## config.mk

```make
export PLATFORM = sky130hd
export DESIGN_NAME = timer_multi
export DESIGN_NICKNAME = d
export VERILOG_FILES = /design/src/rtl/timer_multi.sv
export SDC_FILE = /design/constraint.sdc
export NUM_CORES = 1
export LEC_CHECK = 0
export ABC_AREA = 1
export BUFFER_PORTS_ARGS = -buffer_cell sky130_fd_sc_hd__buf_2
export CORE_ASPECT_RATIO = 0.7
export CORE_MARGIN = 2
export CORE_UTILIZATION = 45
export CTS_CLUSTER_DIAMETER = 30
export DETAILED_ROUTE_END_ITERATION = 8
export PLACE_DENSITY = 0.73
export RECOVER_POWER = 100
export SYNTH_ARGS = -nofsm -noshare
export SYNTH_HDL_FRONTEND = slang
export SYNTH_SLANG_ARGS = --single-unit
export TNS_END_PERCENT = 1
```

## constraint.sdc

```tcl
create_clock -name bus_clk -period 3.7 [get_ports bus_clk]
set_input_delay 0.74 -clock bus_clk [delete_from_list [all_inputs] [get_ports bus_clk]]
set_output_delay 0.74 -clock bus_clk [all_outputs]
set_load 0.03 [all_outputs]
```

## src/rtl/timer_multi.sv

```systemverilog
// Multi-channel bus timer: NCH up-counters with power-of-two prescalers,
// reload, one-shot/periodic mode and sticky write-1-to-ack pending flags.
module timer_multi #(
  parameter int NCH   = 2,
  parameter int WIDTH = 16
) (
  input  logic                    bus_clk,
  input  logic                    rst,
  input  logic [$clog2(NCH)+1:0]  addr,
  input  logic                    write,
  input  logic [15:0]             bus_in,
  output logic [15:0]             bus_out,
  output logic                    irq,
  output logic [NCH-1:0]          irq_vec
);

  localparam int AW = $clog2(NCH) + 2;

  localparam logic [1:0] REG_CNT    = 2'd0;
  localparam logic [1:0] REG_CTRL   = 2'd1;
  localparam logic [1:0] REG_RELOAD = 2'd2;
  localparam logic [1:0] REG_STATUS = 2'd3;

  logic [AW-1:0] ch_field;
  int unsigned   sel_ch;
  logic          sel_ok;
  logic [1:0]    reg_sel;

  assign ch_field = addr >> 2;
  assign sel_ch   = 32'(ch_field);
  assign sel_ok   = (sel_ch < 32'(NCH));
  assign reg_sel  = addr[1:0];

  logic [15:0]    rd_cnt    [NCH];
  logic [15:0]    rd_ctrl   [NCH];
  logic [15:0]    rd_reload [NCH];
  logic [15:0]    rd_stat   [NCH];
  logic [NCH-1:0] irq_src;

  for (genvar g = 0; g < NCH; g++) begin : g_ch
    logic [WIDTH-1:0] cnt_q, cnt_d, reload_q, reload_d;
    logic [15:0]      pre_q, pre_d, pre_max;
    logic [3:0]       div_q, div_d;
    logic             en_q, en_d, os_q, os_d, ie_q, ie_d, pend_q, pend_d;
    logic             wr_ch, tick, ovf;

    assign wr_ch   = write && sel_ok && (sel_ch == 32'(g));
    assign pre_max = 16'((17'd1 << div_q) - 17'd1);
    assign tick    = en_q && (pre_q == pre_max);
    // A CNT write in the same cycle swallows the overflow entirely.
    assign ovf     = tick && (cnt_q == '1) && !(wr_ch && reg_sel == REG_CNT);

    always_comb begin
      cnt_d    = cnt_q;
      reload_d = reload_q;
      pre_d    = pre_q;
      div_d    = div_q;
      en_d     = en_q;
      os_d     = os_q;
      ie_d     = ie_q;
      pend_d   = pend_q;

      if (en_q) pre_d = tick ? 16'd0 : pre_q + 16'd1;
      if (tick) cnt_d = (cnt_q == '1) ? reload_q : cnt_q + WIDTH'(1);

      if (wr_ch && reg_sel == REG_STATUS && bus_in[0]) pend_d = 1'b0;
      if (ovf) begin
        pend_d = 1'b1;
        if (os_q) en_d = 1'b0;
      end

      if (wr_ch) begin
        case (reg_sel)
          REG_CNT: begin
            cnt_d = bus_in[WIDTH-1:0];
            pre_d = 16'd0;
          end
          REG_CTRL: begin
            en_d  = bus_in[0];
            os_d  = bus_in[1];
            ie_d  = bus_in[2];
            div_d = bus_in[7:4];
            pre_d = 16'd0;
          end
          REG_RELOAD: reload_d = bus_in[WIDTH-1:0];
          default: ;
        endcase
      end
    end

    always_ff @(posedge bus_clk) begin
      if (!rst) begin
        cnt_q    <= '0;
        reload_q <= '0;
        pre_q    <= '0;
        div_q    <= '0;
        en_q     <= 1'b0;
        os_q     <= 1'b0;
        ie_q     <= 1'b0;
        pend_q   <= 1'b0;
      end else begin
        cnt_q    <= cnt_d;
        reload_q <= reload_d;
        pre_q    <= pre_d;
        div_q    <= div_d;
        en_q     <= en_d;
        os_q     <= os_d;
        ie_q     <= ie_d;
        pend_q   <= pend_d;
      end
    end

    assign rd_cnt[g]    = 16'(cnt_q);
    assign rd_ctrl[g]   = {8'h00, div_q, 1'b0, ie_q, os_q, en_q};
    assign rd_reload[g] = 16'(reload_q);
    assign rd_stat[g]   = {14'd0, en_q, pend_q};
    assign irq_src[g]   = pend_q & ie_q;
  end

  logic [15:0]    bus_out_q, bus_out_d;
  logic           irq_q;
  logic [NCH-1:0] irq_vec_q;

  always_comb begin
    bus_out_d = 16'd0;
    for (int c = 0; c < NCH; c++) begin
      if (sel_ch == 32'(c)) begin
        case (reg_sel)
          REG_CNT:    bus_out_d = rd_cnt[c];
          REG_CTRL:   bus_out_d = rd_ctrl[c];
          REG_RELOAD: bus_out_d = rd_reload[c];
          default:    bus_out_d = rd_stat[c];
        endcase
      end
    end
  end

  always_ff @(posedge bus_clk) begin
    if (!rst) begin
      bus_out_q <= 16'd0;
      irq_q     <= 1'b0;
      irq_vec_q <= '0;
    end else begin
      bus_out_q <= bus_out_d;
      irq_q     <= |irq_src;
      irq_vec_q <= irq_src;
    end
  end

  assign bus_out = bus_out_q;
  assign irq     = irq_q;
  assign irq_vec = irq_vec_q;

endmodule

```

* After elaboration in Yosys (flattened, before gate mapping)
Cells that the tools add are included.
Storage, ports and cells: register bits 131, latch bits 0, memory bits (writable) 0, ROM bits 0, bits of input ports 22, output and inout bits 19, logic and storage cells 96, memories 0
Operators by class: add/sub/neg operators 6, multiply operators 0, divide/modulo/power cells 0, $lt $le $gt $ge 1, eq/ne operators 7, shift operators 2, multiplexer cells 32, bitwise gates (word level) 2, reduce and logical (&&, ||, !) cells 27
Operator list (number):
- 16-bit 2-to-1 mux | 18
- 16-bit case mux with 3 select lines | 2
- 16-bit by 1-bit adder with 16-bit output, second input constant | 4
- 16-bit equality test | 2
- 16-bit equality test, second input constant | 2
- 32-bit zero test | 1
- 1-bit by 4-bit left shift with 16-bit output, first input constant | 2
- 16-bit by 1-bit subtractor with 16-bit output, second input constant | 2
- 1-bit logical AND | 15
- 1-bit 2-to-1 mux | 12
- 2-bit AND reduction | 4
- 2-bit equality test, second input constant | 2
- 2-bit nonzero test | 2
- 2-bit OR reduction | 2
- 1-bit AND | 2
- 2-bit by 1-bit equality test with 1-bit output, second input constant | 1
- 1-bit zero test | 2
- 2-bit zero test | 1
- 1-bit by 2-bit less-than comparator with 1-bit output, second input constant | 1

* Depth between registers and ports, before layout
depth in word-level cells 9, gate-level depth with buffers 21, gate-level depth less buffers 19

* Worst setup path before layout
Ideal clock, no wire load.
path type register to register, start reg g_ch[0].div_q[1], end reg g_ch[0].cnt_q[4], setup time 0.114 ns, data arrival time 2.225 ns, required time 3.586 ns, slack 1.361 ns, cell stages (with the launch flop) 17, buffers on the path 2, period minus slack after synthesis 2.339 ns, cell sequence dfxtp_1 -> buf_2 -> nor2_2 -> nand2_1 -> ha_1 -> inv_1 -> a21oi_1 -> nand2_1 -> nand3_1 -> nand2_1 -> nor2_1 -> nand3_1 -> buf_2 -> nand2_1 -> nand2_1 -> o21bai_1 -> inv_1
Between the ends: cells in the longest elaborated chain, start to end 7
RTL lines:
- from (decl) | RTL line 43 | logic [3:0] div_q, div_d;
- from (signal assigned) | RTL line 105 | div_q <= div_d;
- 1-bit by 4-bit left shift with 16-bit output * | RTL line 48 | assign pre_max = 16'((17'd1 << div_q) - 17'd1);
- 16-bit by 1-bit subtractor with 16-bit output * | RTL line 48
- 16-bit equality test * | RTL line 49 | assign tick = en_q && (pre_q == pre_max);
- 1-bit logical AND * | RTL line 49
- 16-bit 2-to-1 mux * | RTL line 64 | if (tick) cnt_d = (cnt_q == '1) ? reload_q : cnt_q + WIDTH'(1);
- 16-bit 2-to-1 mux | RTL line 73 | case (reg_sel)
- 16-bit 2-to-1 mux * | RTL line 72 | if (wr_ch) begin
- to (signal assigned) | RTL line 102 | cnt_q <= cnt_d;
- to (decl) | RTL line 41 | logic [WIDTH-1:0] cnt_q, cnt_d, reload_q, reload_d;
Mark *: on every way between the ends. The rest lies on a longest branch, timed or not. A chain may end at the register's enable or synchronous reset.

* Worst setup path in the final report
start reg g_ch[1].div_q[0], end reg g_ch[1].pre_q[1]
Between the ends: cells in the longest elaborated chain, start to end 8
RTL lines:
- from (decl) | RTL line 43
- from (signal assigned) | RTL line 105
- 1-bit by 4-bit left shift with 16-bit output * | RTL line 48
- 16-bit by 1-bit subtractor with 16-bit output * | RTL line 48
- 16-bit equality test * | RTL line 49
- 1-bit logical AND * | RTL line 49
- 16-bit 2-to-1 mux * (2 in a row) | RTL line 63 | if (en_q) pre_d = tick ? 16'd0 : pre_q + 16'd1;
- 16-bit 2-to-1 mux | RTL line 73
- 16-bit 2-to-1 mux * | RTL line 72
- to (signal assigned) | RTL line 104 | pre_q <= pre_d;
- to (decl) | RTL line 42 | logic [15:0] pre_q, pre_d, pre_max;
Marks and branches as above.

==> results.tsv <==
stage	metric	value	unit
power	total power	3.56	mW
route	via/cell ratio	5.50	
status	outcome	finished clean	
die	chip height	115	um
die	die area	0.0188	mm^2
route	WL per Instance	16.1	um
min_path	Min-Delay Path Class	reg2reg	
cts	Post-CTS Setup Repair Bufs	0	
finish	Final Util	0.515	
cts	CTS Hold Bufs	0	
setup_path	Worst EP required	4020	ps
placement	Final GP Congestion	0.927	
synth	Cells after Synth	1277	
timing	fmax	0.301	GHz
synth	synthesis-stage register bit count	131	
power	Sw Share	0.287	
die	I/O pin count	41	
synth	asr flop ratio synth	0	
synth	Ys Warns	0	
synth	Mapped Area	0.00795	mm^2
power	VDD IR max	226	uV
finish	Inserted Diodes	0	
placement	Buffers on Ports	40	
synth	largest cells by area after synthesis	dfxtp_1 33%, nand2_1 14%, inv_1 7.6%	
grt	GRT Util Overall	0.272	
die	initial core utilization	0.461	
timing	fin crit period	3320	ps
grt	vias in the first global route	7710	
power	Pint	2.54	mW
timing	final worst slack	377	ps
timing	Tcrit/Tclk final	0.898	
finish	share of cells above drive strength 1	0.0719	
route	DRC	0	
finish	Area Growth Syn to Fin	11.7	%
synth	Synth top area share	0.330	
placement	placed inst area	0.00835	mm^2
synth	register area share after synthesis	0.330	
power	NetSw	1.02	mW
timing	Pins Over Slew Limit	0	
power	Leakage Power	3.78	nW
cts	clk buf depth	2	
synth	Mapped Nets	1305	
setup_path	CP Max Fanout	15	
grt	Overflow after GRT	0	
timing	setup violators final	0	
cts	CTS Sinks	131	
grt	initial antenna violation count	0	
die	Site Rows	40	
power	clock power share	0.464	
setup_path	CP arrival	3640	ps
cts	clk_lat worst skew	430	ps
finish	Nets	1336	
timing	RSZ-0062 raised after global routing	no	
setup_path	critical path startpoint category	flip-flop	
synth	top_reg_cell synth	dfxtp_1	
timing	Max transition margin	0.316	
synth	most numerous cell in the Yosys netlist	nand2_1	
power	combinational share of power	0.118	
route	Final ANT Viol Nets	0	
timing	actual slew at the worst max-slew pin	1030	ps
power	Sequential Power Share	0.418	
cts	CTS root buf	clkbuf_16	
route	DR vias	8532	
route	Initial DRC Count	895	
flow_run	Max-Cap Viols	0	
synth	top cell type by total area after synthesis	dfxtp_1	
cts	CTS Buf Count	17	
cts	Clock transition at path regs	60	ps
finish	Post-Layout Inst Area	0.00887	mm^2
timing	Hold Slack	477	ps
cts	H-tree Lvls	4	
finish	Post-Layout Cell Count	1552	
die	Core Footprint	0.0172	mm^2
timing	TNS Setup	0	ps
synth	Mapped Avg Cell Area	6.22	um^2
route	WL final	25000	um
cts	CTS tree	built	
synth	count of cell types in the netlist	44	
grt	largest net degree at the start of global routing	57	
route	TritonRoute pass-1 iters	6	
synth	Post-synth top cells	302 x nand2_1, 160 x inv_1, 155 x nor2_1	
grt	first-pass GRT wire length	40100	um
setup_path	Worst setup EP type	flip-flop	
placement	HPWL Detailed	18400	um
placement	dpl ws	509	ps
timing	Worst Skew	12.5	ps
cts	post-cts resize count	0	
synth	Post-synth EDFFs	0	
timing	final hold violation count	0	
placement	Inst Count DP	1520	
die	Horiz. Die Dim	163	um
setup_path	critical path type	reg2reg	
power	Power per Cell Area	402	mW/mm^2
## power by group through the flow
stage / logic [mW] / registers (mW) / clock network (mW)
2_1_floorplan: 0.281 / 1.52 / 0
3_3_place_gp: 0.407 / 1.52 / 0
3_5_place_dp: 0.413 / 1.52 / 0
4_1_cts: 0.417 / 1.49 / 1.65
5_1_grt: 0.468 / 1.49 / 1.72
6_report: 0.420 / 1.49 / 1.65
## path summary, 6_finish.rpt
check | startpoint | endpoint | slack, ps | depth (start not counted)
worst max-delay path | g_ch[1].div_q[0] | g_ch[1].pre_q[1] | 380 | 19
worst min-delay path | g_ch[1].reload_q[11] | g_ch[1].reload_q[11] | 480 | 2
worst max register to register | g_ch[1].div_q[0] | g_ch[1].pre_q[1] | 380 | 19
worst min register to register | g_ch[1].reload_q[11] | g_ch[1].reload_q[11] | 480 | 2
## critical path, stage by stage, from the launching register on
cell and delay, ps:
dfxtp_1 420, nor2_1 490, nand2_1 150, ha_1 340, inv_1 60, nand2_1 40, nand2_1 110, nand2_1 60
nor2_1 90, nand2_1 60, nor2_1 110, nand2_1 80, nor2_1 100, nand2_1 60, nor2_1 220, inv_2 220
nand2_2 330, inv_1 100, nand3_1 80, o21ai_0 80
## layout make-up
cell class | count | area (um^2)
Clock buffer | 22 | 464
Fill cell | 1800 | 8350
Inverter | 172 | 646
Tap cell | 231 | 289
Sequential cell | 131 | 2620
Clock inverter | 10 | 101
Multi-Input combinational cell | 932 | 4480
Timing Repair Buffer | 54 | 270
## sequential cells by signal, indices dropped and copies added (netlist names)
| name | count |
|---|---|
| bus_out | 16 |
| g_ch.cnt_q | 32 |
| g_ch.div_q | 8 |
| g_ch.en_q | 2 |
| g_ch.ie_q | 2 |
| g_ch.os_q | 2 |
| g_ch.pend_q | 2 |
| g_ch.pre_q | 32 |
| g_ch.reload_q | 32 |
| irq | 1 |
| irq_vec | 2 |
## layout by cell type, fill, tap and decap left out, types with 3 or more instances in the layout
cell and instances:
nand3b_1 8, a21oi_1 86, nand3_1 105, nand2_2 4, nor3_1 24, nor2_1 157
clkbuf_1 27, o211ai_1 6, o21ai_0 114, o21bai_1 3, a31oi_1 3, o22ai_1 11
nor3b_1 8, nand2_1 302, ha_1 6, xor2_1 25, or2_2 13, nor2_2 8
clkinv_4 3, buf_2 18, inv_2 7, nor4_1 4, a221oi_1 10, inv_1 160
clkbuf_16 17, buf_4 12, nand4_1 15, dfxtp_1 131, clkinvlp_4 3, clkinv_1 5
## metal layers
metal  track usage  wire, um  vias up
met5             0         0        -
met2         0.381      9840      390
li1              -         -     4233
met3        0.0628      2320       46
met1         0.408     12300     3863
met4        0.0891       566        0
## cells by family (layout without fill, tap and decap cells)
kind of cell,count (synthesis),count (layout),share of synthesized area
AOI/OAI and AO/OA,246,246,0.170
xor gates and xnor gates,27,27,0.0298
and+or+nand+nor,652,652,0.355
adders and majority gates,6,6,0.00945
buffers and inverters,214,258,0.105
DFF,131,131,0.330
muxes,1,1,0.00126
Note: power is estimated with default switching activity, not from simulation.
